### config.mk
export PLATFORM = sky130hd
export DESIGN_NAME = serializer_fifo
export DESIGN_NICKNAME = d
export VERILOG_FILES = /design/src/rtl/serializer_pkg.sv /design/src/rtl/serializer_fifo_sync_fifo.sv /design/src/rtl/serializer_fifo.sv
export SDC_FILE = /design/constraint.sdc
export NUM_CORES = 1
export LEC_CHECK = 0
export CORE_ASPECT_RATIO = 1.25
export CORE_MARGIN = 10
export CORE_UTILIZATION = 40
export CTS_CLUSTER_DIAMETER = 80
export DETAILED_ROUTE_END_ITERATION = 10
export HOLD_SLACK_MARGIN = 0.15
export PLACE_DENSITY = 0.67
export SETUP_SLACK_MARGIN = 0.02
export SKIP_LAST_GASP = 1
export SYNTH_ARGS = -nofsm -noshare
export SYNTH_HDL_FRONTEND = slang
export SYNTH_SLANG_ARGS = --single-unit
### constraint.sdc
create_clock -name clk_i -period 8.9 [get_ports clk_i]
set_input_delay 1.78 -clock clk_i [delete_from_list [all_inputs] [get_ports clk_i]]
set_output_delay 1.78 -clock clk_i [all_outputs]
set_load 0.02 [all_outputs]
### src/rtl/serializer_pkg.sv
// Shared types for the parallel-to-serial converter.
// Holds the shifter state encoding, the buffered word record and the
// data_mod validity rule used on the input handshake.
package serializer_pkg;

    // Word width the buffered record is built for; serializer_fifo.WIDTH must match.
    localparam int SER_WIDTH = 16;
    localparam int SER_MOD_W = $clog2(SER_WIDTH) + 1;

    typedef enum logic [1:0] {
        IDLE,
        LOAD,
        SHIFT,
        PARITY
    } ser_state_t;

    typedef struct packed {
        logic [SER_WIDTH-1:0] data;
        logic [SER_MOD_W-1:0] mod;
        logic                 lsb;
    } ser_word_t;

    // A word may carry 1..SER_WIDTH bits; anything else is discarded at the input.
    function automatic logic mod_valid(input logic [SER_MOD_W-1:0] mod);
        return (mod != '0) && (mod <= SER_MOD_W'(SER_WIDTH));
    endfunction

endpackage

### src/rtl/serializer_fifo_sync_fifo.sv
// sync_fifo: show-ahead synchronous FIFO, head entry visible on pop_dat_o while !empty_o.
// Latency: a pushed entry is visible on pop_dat_o one cycle after the push edge; no bypass.
// Backpressure: full_o/empty_o are registered; push when full and pop when empty are ignored.
// Ports: clk_i, rst_n_i | push_i, push_dat_i, full_o | pop_i, pop_dat_o, empty_o
module sync_fifo #(
    parameter type T     = logic [7:0],
    parameter int  DEPTH = 4
) (
    input  logic clk_i,
    input  logic rst_n_i,
    input  logic push_i,
    input  T     push_dat_i,
    output logic full_o,
    input  logic pop_i,
    output T     pop_dat_o,
    output logic empty_o
);

    localparam int AW = (DEPTH > 1) ? $clog2(DEPTH) : 1;

    T mem_q [DEPTH];

    logic [AW-1:0] wr_ptr_q, wr_ptr_d;
    logic [AW-1:0] rd_ptr_q, rd_ptr_d;
    logic [AW:0]   cnt_q, cnt_d;
    logic          full_q, full_d;
    logic          empty_q, empty_d;
    logic          do_push, do_pop;

    assign do_push = push_i & ~full_q;
    assign do_pop  = pop_i & ~empty_q;

    // Pointers wrap naturally because DEPTH is a power of two.
    always_comb begin
        wr_ptr_d = wr_ptr_q + AW'(do_push);
        rd_ptr_d = rd_ptr_q + AW'(do_pop);
        cnt_d    = cnt_q + (AW+1)'(do_push) - (AW+1)'(do_pop);
        full_d   = (cnt_d == (AW+1)'(DEPTH));
        empty_d  = (cnt_d == '0);
    end

    always_ff @(posedge clk_i or negedge rst_n_i) begin
        if (!rst_n_i) begin
            wr_ptr_q <= '0;
            rd_ptr_q <= '0;
            cnt_q    <= '0;
            full_q   <= 1'b0;
            empty_q  <= 1'b1;
        end else begin
            wr_ptr_q <= wr_ptr_d;
            rd_ptr_q <= rd_ptr_d;
            cnt_q    <= cnt_d;
            full_q   <= full_d;
            empty_q  <= empty_d;
        end
    end

    // Storage needs no reset: empty_q gates every read.
    always_ff @(posedge clk_i) begin
        if (do_push) begin
            mem_q[wr_ptr_q] <= push_dat_i;
        end
    end

    assign pop_dat_o = mem_q[rd_ptr_q];
    assign full_o    = full_q;
    assign empty_o   = empty_q;

endmodule

### src/rtl/serializer_fifo.sv
// serializer_fifo: buffers words in a FIFO and shifts 1..WIDTH bits of each onto a 1-bit line,
// MSB- or LSB-first per word, back-to-back with no idle cycle between buffered words.
// Latency: word accepted at edge N into an empty idle block gives its first bit after edge N+2.
// Backpressure: data_rdy_o = !fifo_full (registered); invalid-mod words are consumed and pulse drop_o.
// Ports: clk_i, rst_n_i | data_i, data_mod_i, data_lsb_i, data_val_i, data_rdy_o |
//        ser_data_o, ser_data_val_o, ser_last_o | drop_o, busy_o
// Build option: SERIALIZER_PARITY_EN appends an even-parity bit per word, flagged by ser_last_o.
module serializer_fifo
    import serializer_pkg::*;
#(
    parameter int WIDTH      = SER_WIDTH,
    parameter int FIFO_DEPTH = 4
) (
    input  logic                   clk_i,
    input  logic                   rst_n_i,
    input  logic [WIDTH-1:0]       data_i,
    input  logic [$clog2(WIDTH):0] data_mod_i,
    input  logic                   data_lsb_i,
    input  logic                   data_val_i,
    output logic                   data_rdy_o,
    output logic                   ser_data_o,
    output logic                   ser_data_val_o,
    output logic                   ser_last_o,
    output logic                   drop_o,
    output logic                   busy_o
);

`ifdef SERIALIZER_PARITY_EN
    localparam bit PAR_EN = 1'b1;
`else
    localparam bit PAR_EN = 1'b0;
`endif

    ser_state_t           state_q, state_d;
    ser_word_t            word_q, word_d;
    logic [WIDTH-1:0]     sr_q, sr_d;
    logic [SER_MOD_W-1:0] cnt_q, cnt_d;
    logic                 lsb_q, lsb_d;
    logic                 par_q, par_d;
    logic                 ser_dat_q, ser_dat_d;
    logic                 ser_vld_q, ser_vld_d;
    logic                 ser_last_q, ser_last_d;
    logic                 drop_q, drop_d;
    logic                 init_q;

    ser_word_t fifo_in, fifo_head, start_word;
    logic      fifo_push, fifo_pop, fifo_full, fifo_empty;
    logic      in_xfer, start, next_bit;

    assign in_xfer = data_val_i & data_rdy_o;

    always_comb begin
        fifo_in.data = data_i;
        fifo_in.mod  = data_mod_i;
        fifo_in.lsb  = data_lsb_i;
    end

    // Invalid words complete the handshake but never reach the FIFO.
    assign fifo_push = in_xfer & mod_valid(data_mod_i);
    assign drop_d    = in_xfer & ~mod_valid(data_mod_i);

    sync_fifo #(
        .T     (ser_word_t),
        .DEPTH (FIFO_DEPTH)
    ) u_fifo (
        .clk_i      (clk_i),
        .rst_n_i    (rst_n_i),
        .push_i     (fifo_push),
        .push_dat_i (fifo_in),
        .full_o     (fifo_full),
        .pop_i      (fifo_pop),
        .pop_dat_o  (fifo_head),
        .empty_o    (fifo_empty)
    );

    // Output registers always hold the bit on the line this cycle; cnt_q is
    // the number of data bits of the current word still to follow it.
    always_comb begin
        state_d    = state_q;
        word_d     = word_q;
        sr_d       = sr_q;
        cnt_d      = cnt_q;
        lsb_d      = lsb_q;
        par_d      = par_q;
        ser_dat_d  = 1'b0;
        ser_vld_d  = 1'b0;
        ser_last_d = 1'b0;
        fifo_pop   = 1'b0;
        start      = 1'b0;
        start_word = word_q;
        next_bit   = 1'b0;

        case (state_q)
            IDLE: begin
                if (!fifo_empty) begin
                    fifo_pop = 1'b1;
                    word_d   = fifo_head;
                    state_d  = LOAD;
                end
            end
            LOAD: begin
                start = 1'b1;
            end
            SHIFT: begin
                if (cnt_q != '0) begin
                    next_bit   = lsb_q ? sr_q[0] : sr_q[WIDTH-1];
                    sr_d       = lsb_q ? (sr_q >> 1) : (sr_q << 1);
                    cnt_d      = cnt_q - SER_MOD_W'(1);
                    par_d      = par_q ^ next_bit;
                    ser_vld_d  = 1'b1;
                    ser_dat_d  = next_bit;
                    ser_last_d = (cnt_q == SER_MOD_W'(1)) && !PAR_EN;
                end else if (PAR_EN) begin
                    state_d    = PARITY;
                    ser_vld_d  = 1'b1;
                    ser_dat_d  = par_q;
                    ser_last_d = 1'b1;
                end else if (!fifo_empty) begin
                    // Start straight from the show-ahead head so no gap appears.
                    fifo_pop   = 1'b1;
                    start      = 1'b1;
                    start_word = fifo_head;
                end else begin
                    state_d = IDLE;
                end
            end
            PARITY: begin
                if (!fifo_empty) begin
                    fifo_pop   = 1'b1;
                    start      = 1'b1;
                    start_word = fifo_head;
                end else begin
                    state_d = IDLE;
                end
            end
            default: begin
                state_d = IDLE;
            end
        endcase

        // First bit of a word goes out directly; the rest is parked in sr.
        if (start) begin
            next_bit   = start_word.lsb ? start_word.data[0] : start_word.data[WIDTH-1];
            sr_d       = start_word.lsb ? (start_word.data >> 1) : (start_word.data << 1);
            lsb_d      = start_word.lsb;
            cnt_d      = start_word.mod - SER_MOD_W'(1);
            par_d      = next_bit;
            ser_vld_d  = 1'b1;
            ser_dat_d  = next_bit;
            ser_last_d = (start_word.mod == SER_MOD_W'(1)) && !PAR_EN;
            state_d    = SHIFT;
        end
    end

    always_ff @(posedge clk_i or negedge rst_n_i) begin
        if (!rst_n_i) begin
            state_q    <= IDLE;
            word_q     <= '0;
            sr_q       <= '0;
            cnt_q      <= '0;
            lsb_q      <= 1'b0;
            par_q      <= 1'b0;
            ser_dat_q  <= 1'b0;
            ser_vld_q  <= 1'b0;
            ser_last_q <= 1'b0;
            drop_q     <= 1'b0;
            init_q     <= 1'b0;
        end else begin
            state_q    <= state_d;
            word_q     <= word_d;
            sr_q       <= sr_d;
            cnt_q      <= cnt_d;
            lsb_q      <= lsb_d;
            par_q      <= par_d;
            ser_dat_q  <= ser_dat_d;
            ser_vld_q  <= ser_vld_d;
            ser_last_q <= ser_last_d;
            drop_q     <= drop_d;
            init_q     <= 1'b1;
        end
    end

    // init_q keeps ready low throughout reset and raises it on the first edge after release.
    assign data_rdy_o     = init_q & ~fifo_full;
    assign ser_data_o     = ser_dat_q;
    assign ser_data_val_o = ser_vld_q;
    assign ser_last_o     = ser_last_q;
    assign drop_o         = drop_q;
    assign busy_o         = ~fifo_empty | (state_q != IDLE);

endmodule

# ---- Word-level counts from Yosys, hierarchy flattened
# Memories as Yosys holds them, arrays and structs flattened.
# Cells that the tools add are included.
# W data, S select, Z words.
dict set report totals {
  latchBits 0
  ff_bits 60
  out_inout_bits 6
  romBits 0
  in_bits 25
  mem_bits_rw 88
  wordCells 88
  mem_count 1
}
# memory depth word_bits rd rd_ports_with_merged_regs wr line_no
set memory_table {}
lappend memory_table {u_fifo.mem_q 4 22 1 0 1 serializer_fifo_sync_fifo.sv:21} ;# T mem_q [DEPTH];
dict set report classes {
  reduce_logical 12
  n_mux 33
  magnitude_cmp 1
  eq_ne 8
  add_sub_neg 6
  mul 0
  shifts 0
  n_div 0
  bitwise 10
}
# op n
set op_table {}
lappend op_table {{$mux W16} 5}
lappend op_table {{$mux W22} 2}
lappend op_table {{$pmux W22 S2} 1}
lappend op_table {{$mux W1} 15}
lappend op_table {{$mux W5} 3}
lappend op_table {{$eq A5 B1 Y1 const B} 2}
lappend op_table {{$reduce_bool A5 Y1} 2}
lappend op_table {{$sub A5 B1 Y5 const B} 2}
lappend op_table {{$mux W2} 4}
lappend op_table {{$and A1 B1 Y1} 6}
lappend op_table {{$ne A3 B3 Y1 const B} 2}
lappend op_table {{$pmux W2 S3} 1}
lappend op_table {{$reduce_bool A2 Y1} 3}
lappend op_table {{$le A5 B5 Y1 const B} 1}
lappend op_table {{$add A2 B1 Y2} 2}
lappend op_table {{$eq A2 B2 Y1 const B} 2}
lappend op_table {{$reduce_bool A4 Y1} 1}
lappend op_table {{$add A3 B1 Y3} 1}
lappend op_table {{$eq A3 B3 Y1 const B} 1}
lappend op_table {{$logic_not A3 Y1} 1}
lappend op_table {{$not A1 Y1} 3}
lappend op_table {{$pmux W1 S3} 1}
lappend op_table {{$reduce_and A3 Y1} 1}
lappend op_table {{$sub A3 B1 Y3} 1}
lappend op_table {{other kinds (7)} 7}

# ---- Longest topological paths before layout
# Gate-level depths: netlist of the first run.
dict set report depth {
  depth_word 8
  ltp_mapped 11
  mapped_depth_nobuf 11
}

# ---- Hierarchy
# From an unflattened synthesis of the first run, not the netlist that was laid out.
dict set report unflattened {
  hier_cells 426
  hier_area_um2 6647.6
}
# mod area_per_inst_um2 instances seq_area_each_um2 cells_each
set by_module_without_submodules {}
lappend by_module_without_submodules {sync_fifo 3623.5 1 2869.0 145}
lappend by_module_without_submodules {serializer_fifo 3024.2 1 1276.2 281}

# ---- Least setup slack after synthesis of the first run
# OpenSTA, ideal clock, no wires.
dict set report synth_path {
  path_kind {input to register}
  startpoint {input data_mod_i[1]}
  endpoint {memory u_fifo.mem_q[0][0] in the netlist's numbering (enable)}
  setup_ns 0.433
  required_time_ns 8.467
  path_buffers 0
  arrival_ns 4.209
  setup_slack_ns 4.257
  cell_stages 4
  path_cell_list {nor4_1 -> xnor2_1 -> and3_1 -> nor3b_1}
}
dict set report synth_via {
  elab_chain_cells 6
  elab_cells_between_ends 7
  classes_between {order compare (1); mux (2); bitwise (2); reduce/logical (2)}
}
# item line_no
set synth_rtl {}
lappend synth_rtl {{start, declared} serializer_fifo.sv:17} ;# input logic [$clog2(WIDTH):0] data_mod_i,
lappend synth_rtl {{$le A5 B5 Y1 or $reduce_bool A5 Y1 (tied branches)} serializer_pkg.sv:25} ;# return (mod != '0) && (mod <= SER_MOD_W'(SER_WIDTH));
lappend synth_rtl {{$logic_and A1 B1 Y1 (*)} serializer_pkg.sv:25}
lappend synth_rtl {{$and A1 B1 Y1 (*)} serializer_fifo.sv:59} ;# assign fifo_push = in_xfer & mod_valid(data_mod_i);
lappend synth_rtl {{$and A1 B1 Y1 (*)} serializer_fifo_sync_fifo.sv:30} ;# assign do_push = push_i & ~full_q;
lappend synth_rtl {{$mux W1 (*)} serializer_fifo_sync_fifo.sv:60} ;# if (do_push) begin
lappend synth_rtl {{$mux W1 (not written as such) (*)} serializer_fifo_sync_fifo.sv:61} ;# mem_q[wr_ptr_q] <= push_dat_i;
lappend synth_rtl {{end, declared} serializer_fifo_sync_fifo.sv:21}
# Mark *: on every way between the ends. The rest lies on a longest branch, timed or not.

# ---- Final worst setup path of the first run
dict set report layout_path {
  startpoint {input data_mod_i[0]}
  endpoint {memory u_fifo.mem_q[1][20] in the netlist's numbering (enable)}
}
# The elaborated chain is that of the path after synthesis.

==> results.tsv, run 1 <==
metric	value	unit
ctsHoldBuffers	0	
coreArea	16070	µm²
seq_area_frac_synth	63.60	%
totalWireLength	11.62	mm
dp_hpwl	7.483	mm
dieArea	21830	µm²
hold_depth	1	
total_leakage_power	2.784	nW
ys_top_cells_by_area	edfxtp_1 (41%), dfrtp_1 (23%), mux4_2 (7.6%)	
crit_required	8.92	ns
layout.nets	496	
gr-usage-all-layers	11.10	%
fmax	0.2452	GHz
worstSetupPathType	in2reg	
timing.final.hold_violations	0	
route.detailed.drc	0	
finalInstanceArea	7611	µm²
arrival	4.10	ns
fin_crit_sh	45.82	%
power_density	371.3	nW/µm²
drive_above_1_share	22.29	%
synth_cell_type_count	50	
cts_tree	done	
first_global_vias	3782	
ctsLongestPathBuffers	2	
root_buffer	clkbuf_16	
r2r_cells	7	
worstPathMaxFanout	22	
yosysTopAreaCell	edfxtp_1	
grt-ovfl-total	0	
irDropWorstVdd	0.1475	mV
syn-cell-area	6518	µm²
synth_edf_count	88	
viasPerCell	5.197	
grt_pass1_wl	19.31	mm
synth-seq-cells	148	
finalClockSkew	0.009969	ns
numPortBuffers	30	
clk_pin_slew	0.06	ns
cts_sinks	148	
die_w	134.2	µm
num_antenna_cells	0	
postCtsSetupRepairBufs	0	
start_util	40.56	%
max_slew_margin	20.73	%
avgSynthCellArea	15.23	µm²
post_drt_wl_per_cell	16.92	µm
ant_nets	0	
startpoint_type	input pin	
final-max-slew-violation-count	0	
synth_top_cell_area_share	40.55	%
die_h	162.7	µm
gp_congestion	0.7265	
maxCapViolations	0	
finalSetupViolCount	0	
synth_flop_cell	edfxtp_1	
rsz0062_at_grt	no	
clk_latency	0.41	ns
async_flop_share	40.54	%
antenna_found_initial	0	
yosysWarnings	0	
placed_area	7030	µm²
min_path_type	reg2reg	
synthCells	428	
io_pins	31	
fill_cells	1388	
htreeDepth	4	
status	finished, final reports clean	
syn2layout_area_growth	16.78	%
first_pass_iters	4	
tightest_slew	1.189	ns
fin_setup_tns	0	ns
num_vias	3570	
syn_nets	466	
fin_crit	4.078	ns
grt_max_degree	61	
cts_resized	0	
end_kind	flop	
rows	52	
holdWs	0.5077	ns
drt-initial-drc-count	277	
numCtsBuffers	17	
final cells by class:
cell class / count / area [µm²] / share of cell area, %
Sequential cell: 148 / 4145 / 54.46
Multi-Input combinational cell: 247 / 2248 / 29.54
Clock buffer: 17 / 425.4 / 5.589
Timing Repair Buffer: 35 / 332.8 / 4.373
Tap cell: 216 / 270.3 / 3.551
Clock inverter: 15 / 155.1 / 2.038
Inverter: 9 / 33.78 / 0.4439
routing by layer:
layer  track usage [%]  up-vias  wire, µm
li1                  -     1713         -
met5                 0        -         0
met2             18.30       42      5935
met4             4.509        0       142
met1             13.72     1807      5282
met3             2.654        8       263
sequential cells by signal, summed over array words and instances, names as in the netlist:
signal           cells
ser_data_o           1
drop_o               1
ser_last_o           1
state_q              2
word_q              22
ser_data_val_o       1
u_fifo.full_o        1
u_fifo.wr_ptr_q      2
u_fifo.cnt_q         3
lsb_q                1
cnt_q                5
u_fifo.mem_q        88
sr_q                16
init_q               1
u_fifo.rd_ptr_q      2
u_fifo.empty_o       1
logic make-up after synthesis:
kind of cell	share of synthesized area, %
XOR/XNOR	1.344
AO/OA/AOI/OAI	8.639
other	0.05754
AND/OR/NAND/NOR	4.934
multiplexers	16.76
buffers and inverters	2.054
adder cells (fa/ha/maj)	2.611
flip-flops	63.60
path summary, 6_finish.rpt:
check	start	end	slack, ns
worst max-delay path	data_mod_i[0]	u_fifo.mem_q[1][20]	4.82
worst min-delay path	word_q[13]	word_q[13]	0.51
worst max register to register	cnt_q[0]	state_q[0]	5.33
worst min register to register	word_q[13]	word_q[13]	0.51
max in group asynchronous	rst_n_i	word_q[12]	6.85
min in group asynchronous	rst_n_i	state_q[0]	1.51
cells in the final DEF (no fill, tap or decap), drive strengths merged, types with 5 or more instances in the layout:
master and n:
edfxtp 88, dfrtp 59, mux2 37, clkdlybuf4s50 29, nor2 23, mux4 22
a22oi 22, mux2i 18, a21oi 18, clkbuf 17, nand2 16, a211oi 15
inv 13, ha 12, o21ai 8, clkinv 7, buf 6, xnor2 5
xor2 5
per-stage QoR:
| step | instances | power (W) | util (%) | worst slack [ns] |
|---|---|---|---|---|
| after global routing | 687 | 0.003024 | 47.36 | 4.649 |
| after global placement | 655 | 0.002113 | 43.75 | 4.418 |
| after floorplan | 428 | 0.001910 | - | 4.257 |
| final | 687 | 0.002826 | 47.36 | 4.822 |
| after CTS | 687 | 0.002851 | 47.36 | 4.779 |
| after detailed placement | 655 | 0.002141 | 43.75 | 4.360 |
critical path: stages:
cell and delay [ns]:
clkdlybuf4s50_1 0.51, nor4_1 0.36, xnor2_1 0.18, and3_1 0.27
and3b_1 0.98
power breakdown:
group	switching (W)	internal, W	leakage, nW
registers	0.000139	0.000898	1.50
logic	0.000550	0.000546	1.00
clock network	0.000279	0.000415	0.282
synthesized netlist by cell type (2+ instances only):
cell,n
o21a_1,2
inv_1,9
nand3_1,3
ha_1,12
buf_1,4
mux4_2,22
nor2_1,23
buf_2,5
nor4b_1,2
a21oi_1,18
nor3b_1,3
a22o_1,3
xnor2_1,5
o21ai_0,7
xor2_1,5
nand2_1,16
nor2b_1,2
dfrtp_1,59
nand4_1,2
a31oi_1,4
and3_1,2
clkbuf_1,14
o211ai_1,2
nand2b_1,3
a22oi_1,21
a211oi_1,15
mux2i_1,18
edfxtp_1,88
mux2_2,37
nor3_1,2
Note: power is estimated with default switching activity, not from simulation.
==> run 2: changes to the inputs <==
Clock period 8.9 ns to 3.8 ns, I/O delays scaled along.
==> results.tsv, run 2 (synthesized netlist as in run 1, its figures left out) <==
metric	value	unit
root_buffer	clkbuf_16	
syn2layout_area_growth	17.47	%
rr_startpoint	cnt_q[0]	
max_slew_margin	26.52	%
irDropWorstVdd	0.3247	mV
postCtsSetupRepairBufs	0	
fin_crit	3.254	ns
post_drt_wl_per_cell	16.78	µm
die_h	162.7	µm
crit_required	4.10	ns
first_global_vias	3804	
critPathLaunch	cnt_q[0]	
dp_hpwl	7.766	mm
first_pass_iters	5	
fin_setup_tns	0	ns
fmax	0.3073	GHz
status	finished, final reports clean	
clk_latency	0.41	ns
tightest_slew	1.097	ns
grt_pass1_wl	19.73	mm
arrival	3.55	ns
final_common_cell	edfxtp_1	
io_pins	31	
gp_congestion	0.7231	
worstPathMaxFanout	24	
layout.nets	503	
numCtsBuffers	17	
route.detailed.drc	0	
finalClockSkew	0.009902	ns
reg_top3	u_fifo.mem_q (88), word_q (22), sr_q (16)	
power_density	867.5	nW/µm²
coreArea	16070	µm²
cts_sinks	148	
finalSetupViolCount	0	
ant_nets	0	
worstSetupPathType	reg2reg	
grt_max_degree	43	
cts_tree	done	
final_util	47.64	%
num_antenna_cells	0	
rsz0062_at_grt	no	
clk_pin_slew	0.06	ns
die_w	134.2	µm
ctsLongestPathBuffers	2	
ctsHoldBuffers	0	
final_cell_mix	edfxtp_1 (88), dfrtp_1 (59), mux2_2 (37)	
fin_crit_sh	85.63	%
num_vias	3616	
final-max-slew-violation-count	0	
htreeDepth	4	
start_util	40.56	%
cts_resized	0	
maxCapViolations	0	
end_kind	flop	
drive_above_1_share	23.43	%
antenna_found_initial	0	
numPortBuffers	30	
gr-usage-all-layers	11.29	%
viasPerCell	5.210	
drt-initial-drc-count	243	
totalWireLength	11.64	mm
rows	52	
startpoint_type	flop	
largest_register_ffs	88	
grt-ovfl-total	0	
total_leakage_power	2.812	nW
timing.final.hold_violations	0	
largest-register	u_fifo.mem_q	
dieArea	21830	µm²
min_path_type	in2async	
==> run 2: changes by cell type in the layout (fill, tap and decap cells not counted), sizes merged <==
| cell | before | now |
|---|---|---|
| bufinv | 2 | 1 |
| inv | 13 | 16 |
| buf | 6 | 13 |
| clkinv | 7 | 4 |
| clkinvlp | 2 | 3 |
==> run 2: area by class of cell <==
cell class,count,area (µm²)
clock buffers,17,425.4
clock inverters,15,147.6
fillers,1373,8414
inverters,9,33.78
multi-input cells,247,2248
flip-flops and latches,148,4145
well taps,216,270.3
repair buffers,42,385.4
==> run 2: through the flow <==
step                setup WS [ns]  instance area [µm²]  hold WS [ns]  cells  power (W)
floorplan                  0.1772                 6518        0.4644    428   0.004474
global placement           0.6782                 7083        0.4898    662   0.005006
detailed placement         0.5394                 7083        0.4962    662   0.005080
CTS                        0.5277                 7656        0.4678    694   0.006709
global route               0.3701                 7656        0.4941    694   0.007104
finish                     0.5459                 7656        0.4379    694   0.006642
==> run 2: worst paths after layout <==
path | endpoint | slack (ns) | cells past startpoint
worst max-delay path | cnt_q[4] | 0.55 | 9
worst min-delay path | state_q[1] | 0.44 | 1
worst max register to register | cnt_q[4] | 0.55 | 9
worst min register to register | word_q[17] | 0.51 | 1
max in group asynchronous | u_fifo.empty_o | 2.49 | 2
min in group clk_i | word_q[17] | 0.51 | 1
==> run 2: metal layers <==
layer | vias to the layer above | global-route usage, % | wire, µm
li1 | 1726 | - | -
met5 | - | 0 | 0
met2 | 57 | 19.11 | 6054
met4 | 0 | 3.816 | 96
met1 | 1827 | 13.47 | 5154
met3 | 6 | 3.272 | 338
==> run 2: power breakdown <==
group / internal [W] / switching, W
combinational: 0.00131 / 0.00133
clock: 0.000920 / 0.000673
sequential: 0.00210 / 0.000299
total: 0.00434 / 0.00231
==> run 2: worst max-delay path, stage by stage, from the launching register on <==
cell and delay (ns):
dfrtp_1 0.42, inv_1 0.10, ha_1 0.17, or4b_1 0.59, o22a_4 0.40, a22oi_1 0.40, ha_1 0.26, inv_1 0.06
or4_1 0.52, a31o_1 0.23
==> run 3: changes to the inputs <==
Settings changed: CORE_UTILIZATION 40 to 60, PLACE_DENSITY 0.67 to 0.89.
==> results.tsv, run 3 (synthesized netlist as in run 1, its figures left out) <==
metric	value	unit
antenna_found_initial	0	
p_sw	0.002442	W
clk_pin_slew	0.06	ns
num_vias	3832	
coreArea	10620	µm²
htreeDepth	4	
final-max-slew-violation-count	0	
fin_setup_tns	0	ns
fin_crit_sh	88.93	%
cts_resized	0	
power_density	898.3	nW/µm²
totalWireLength	13.26	mm
ctsLongestPathBuffers	2	
syn2layout_area_growth	15.91	%
reg_top3	u_fifo.mem_q (88), word_q (22), sr_q (16)	
maxCapViolations	0	
ctsHoldBuffers	0	
numCtsBuffers	17	
dp_hpwl	7.845	mm
io_pins	31	
arrival	3.69	ns
postCtsSetupRepairBufs	0	
final_util	71.17	%
clk_latency	0.42	ns
drt-initial-drc-count	250	
fmax	0.2959	GHz
viasPerCell	6.292	
num_antenna_cells	0	
end_kind	flop	
gp_congestion	0.8798	
route.detailed.drc	0	
p_comb_share	40.3	%
finalClockSkew	0.01119	ns
rsz0062_at_grt	no	
grt-ovfl-total	0	
ant_nets	0	
worstPathMaxFanout	24	
status	finished, final reports clean	
largest-register	u_fifo.mem_q	
worstSetupPathType	reg2reg	
total_leakage_power	2.818	nW
fill_cells	635	
rows	42	
min_path_type	in2async	
layout.nets	502	
pwr-share-seq	35.6	%
timing.final.hold_violations	0	
start_util	61.40	%
cts_sinks	148	
max_slew_margin	21.43	%
cts_tree	done	
dieArea	15460	µm²
final_cell_mix	edfxtp_1 (88), dfrtp_1 (59), mux2_2 (37)	
tightest_slew	1.173	ns
multi_input_area	2246	µm²
crit_required	4.11	ns
first_global_vias	3991	
final_common_cell	edfxtp_1	
finalSetupViolCount	0	
irDropWorstVdd	0.6986	mV
root_buffer	clkbuf_16	
post_drt_wl_per_cell	21.78	µm
fin_cells	609	
placed_cells	577	
die_h	136.5	µm
clkPwrFrac	24.1	%
numPortBuffers	30	
startpoint_type	flop	
largest_register_ffs	88	
p_int	0.004344	W
die_w	113.2	µm
grt_max_degree	43	
grt_pass1_wl	21.71	mm
ff_latch_area	4145	µm²
fin_crit	3.379	ns
switching_share	35.99	%
first_pass_iters	4	
drive_above_1_share	23.27	%
gr-usage-all-layers	17.94	%
## run 3: cell types whose count changed in the layout (fill, tap and decap cells not counted)
| cell | before | now |
|---|---|---|
| clkinv_4 | 2 | 1 |
| clkinv_1 | 1 | 0 |
| buf_4 | 12 | 11 |
| nor2_2 | 1 | 0 |
| nor2_1 | 22 | 23 |
| inv_6 | 4 | 6 |
| clkinvlp_4 | 3 | 2 |
| clkinv_8 | 0 | 1 |
## run 3: worst paths after layout
| kind | startpoint | to | slack (ns) | cells past startpoint |
|---|---|---|---|---|
| min | rst_n_i | state_q[1] | 0.41 | 1 |
| min reg2reg | word_q[13] | word_q[13] | 0.51 | 1 |
| max | cnt_q[0] | cnt_q[4] | 0.42 | 9 |
| min in group clk_i | word_q[13] | word_q[13] | 0.51 | 1 |
| max in group asynchronous | rst_n_i | sr_q[4] | 2.56 | 2 |
| max reg2reg | cnt_q[0] | cnt_q[4] | 0.42 | 9 |
## run 3: per-layer routing
metal	track usage [%]	wire [µm]	up-vias
met3	4.249	552	18
met4	6.992	195	0
met2	30.06	7039	115
li1	-	-	1726
met5	0	0	-
met1	22.00	5473	1973
## run 3: stage by stage
step | setup slack (ns) | hold slack (ns) | power, W | area (µm²)
5_1_grt | 0.3070 | 0.4760 | 0.007189 | 7555
2_1_floorplan | 0.1772 | 0.4644 | 0.004474 | 6518
6_report | 0.4207 | 0.4109 | 0.006786 | 7555
3_3_place_gp | 0.6947 | 0.4895 | 0.004921 | 6968
4_1_cts | 0.4453 | 0.4338 | 0.006790 | 7555
3_5_place_dp | 0.5116 | 0.4967 | 0.005066 | 6968
## run 3: power by group through the flow
| stage | sequential, W | combinational [W] | clock [W] |
|---|---|---|---|
| finish | 0.00241 | 0.00274 | 0.00163 |
| global route | 0.00246 | 0.00301 | 0.00172 |
| global placement | 0.00239 | 0.00253 | 0 |
| floorplan | 0.00232 | 0.00215 | 0 |
| detailed placement | 0.00242 | 0.00264 | 0 |
| CTS | 0.00241 | 0.00273 | 0.00165 |
## run 3: critical path: stages, from the launching register on
cell and delay (ns):
dfrtp_1 0.42, inv_1 0.11, ha_1 0.17, or4b_1 0.61, o22a_4 0.41, a22oi_1 0.45, ha_1 0.29, inv_1 0.07
or4_1 0.52, a31o_1 0.23
## run 3: layout make-up
type / count / share of cell area, %
well taps: 132 / 2.186
multi-input cells: 247 / 29.73
inverters: 9 / 0.4472
flip-flops and latches: 148 / 54.87
clock inverters: 15 / 2.136
repair buffers: 41 / 5.002
clock buffers: 17 / 5.631
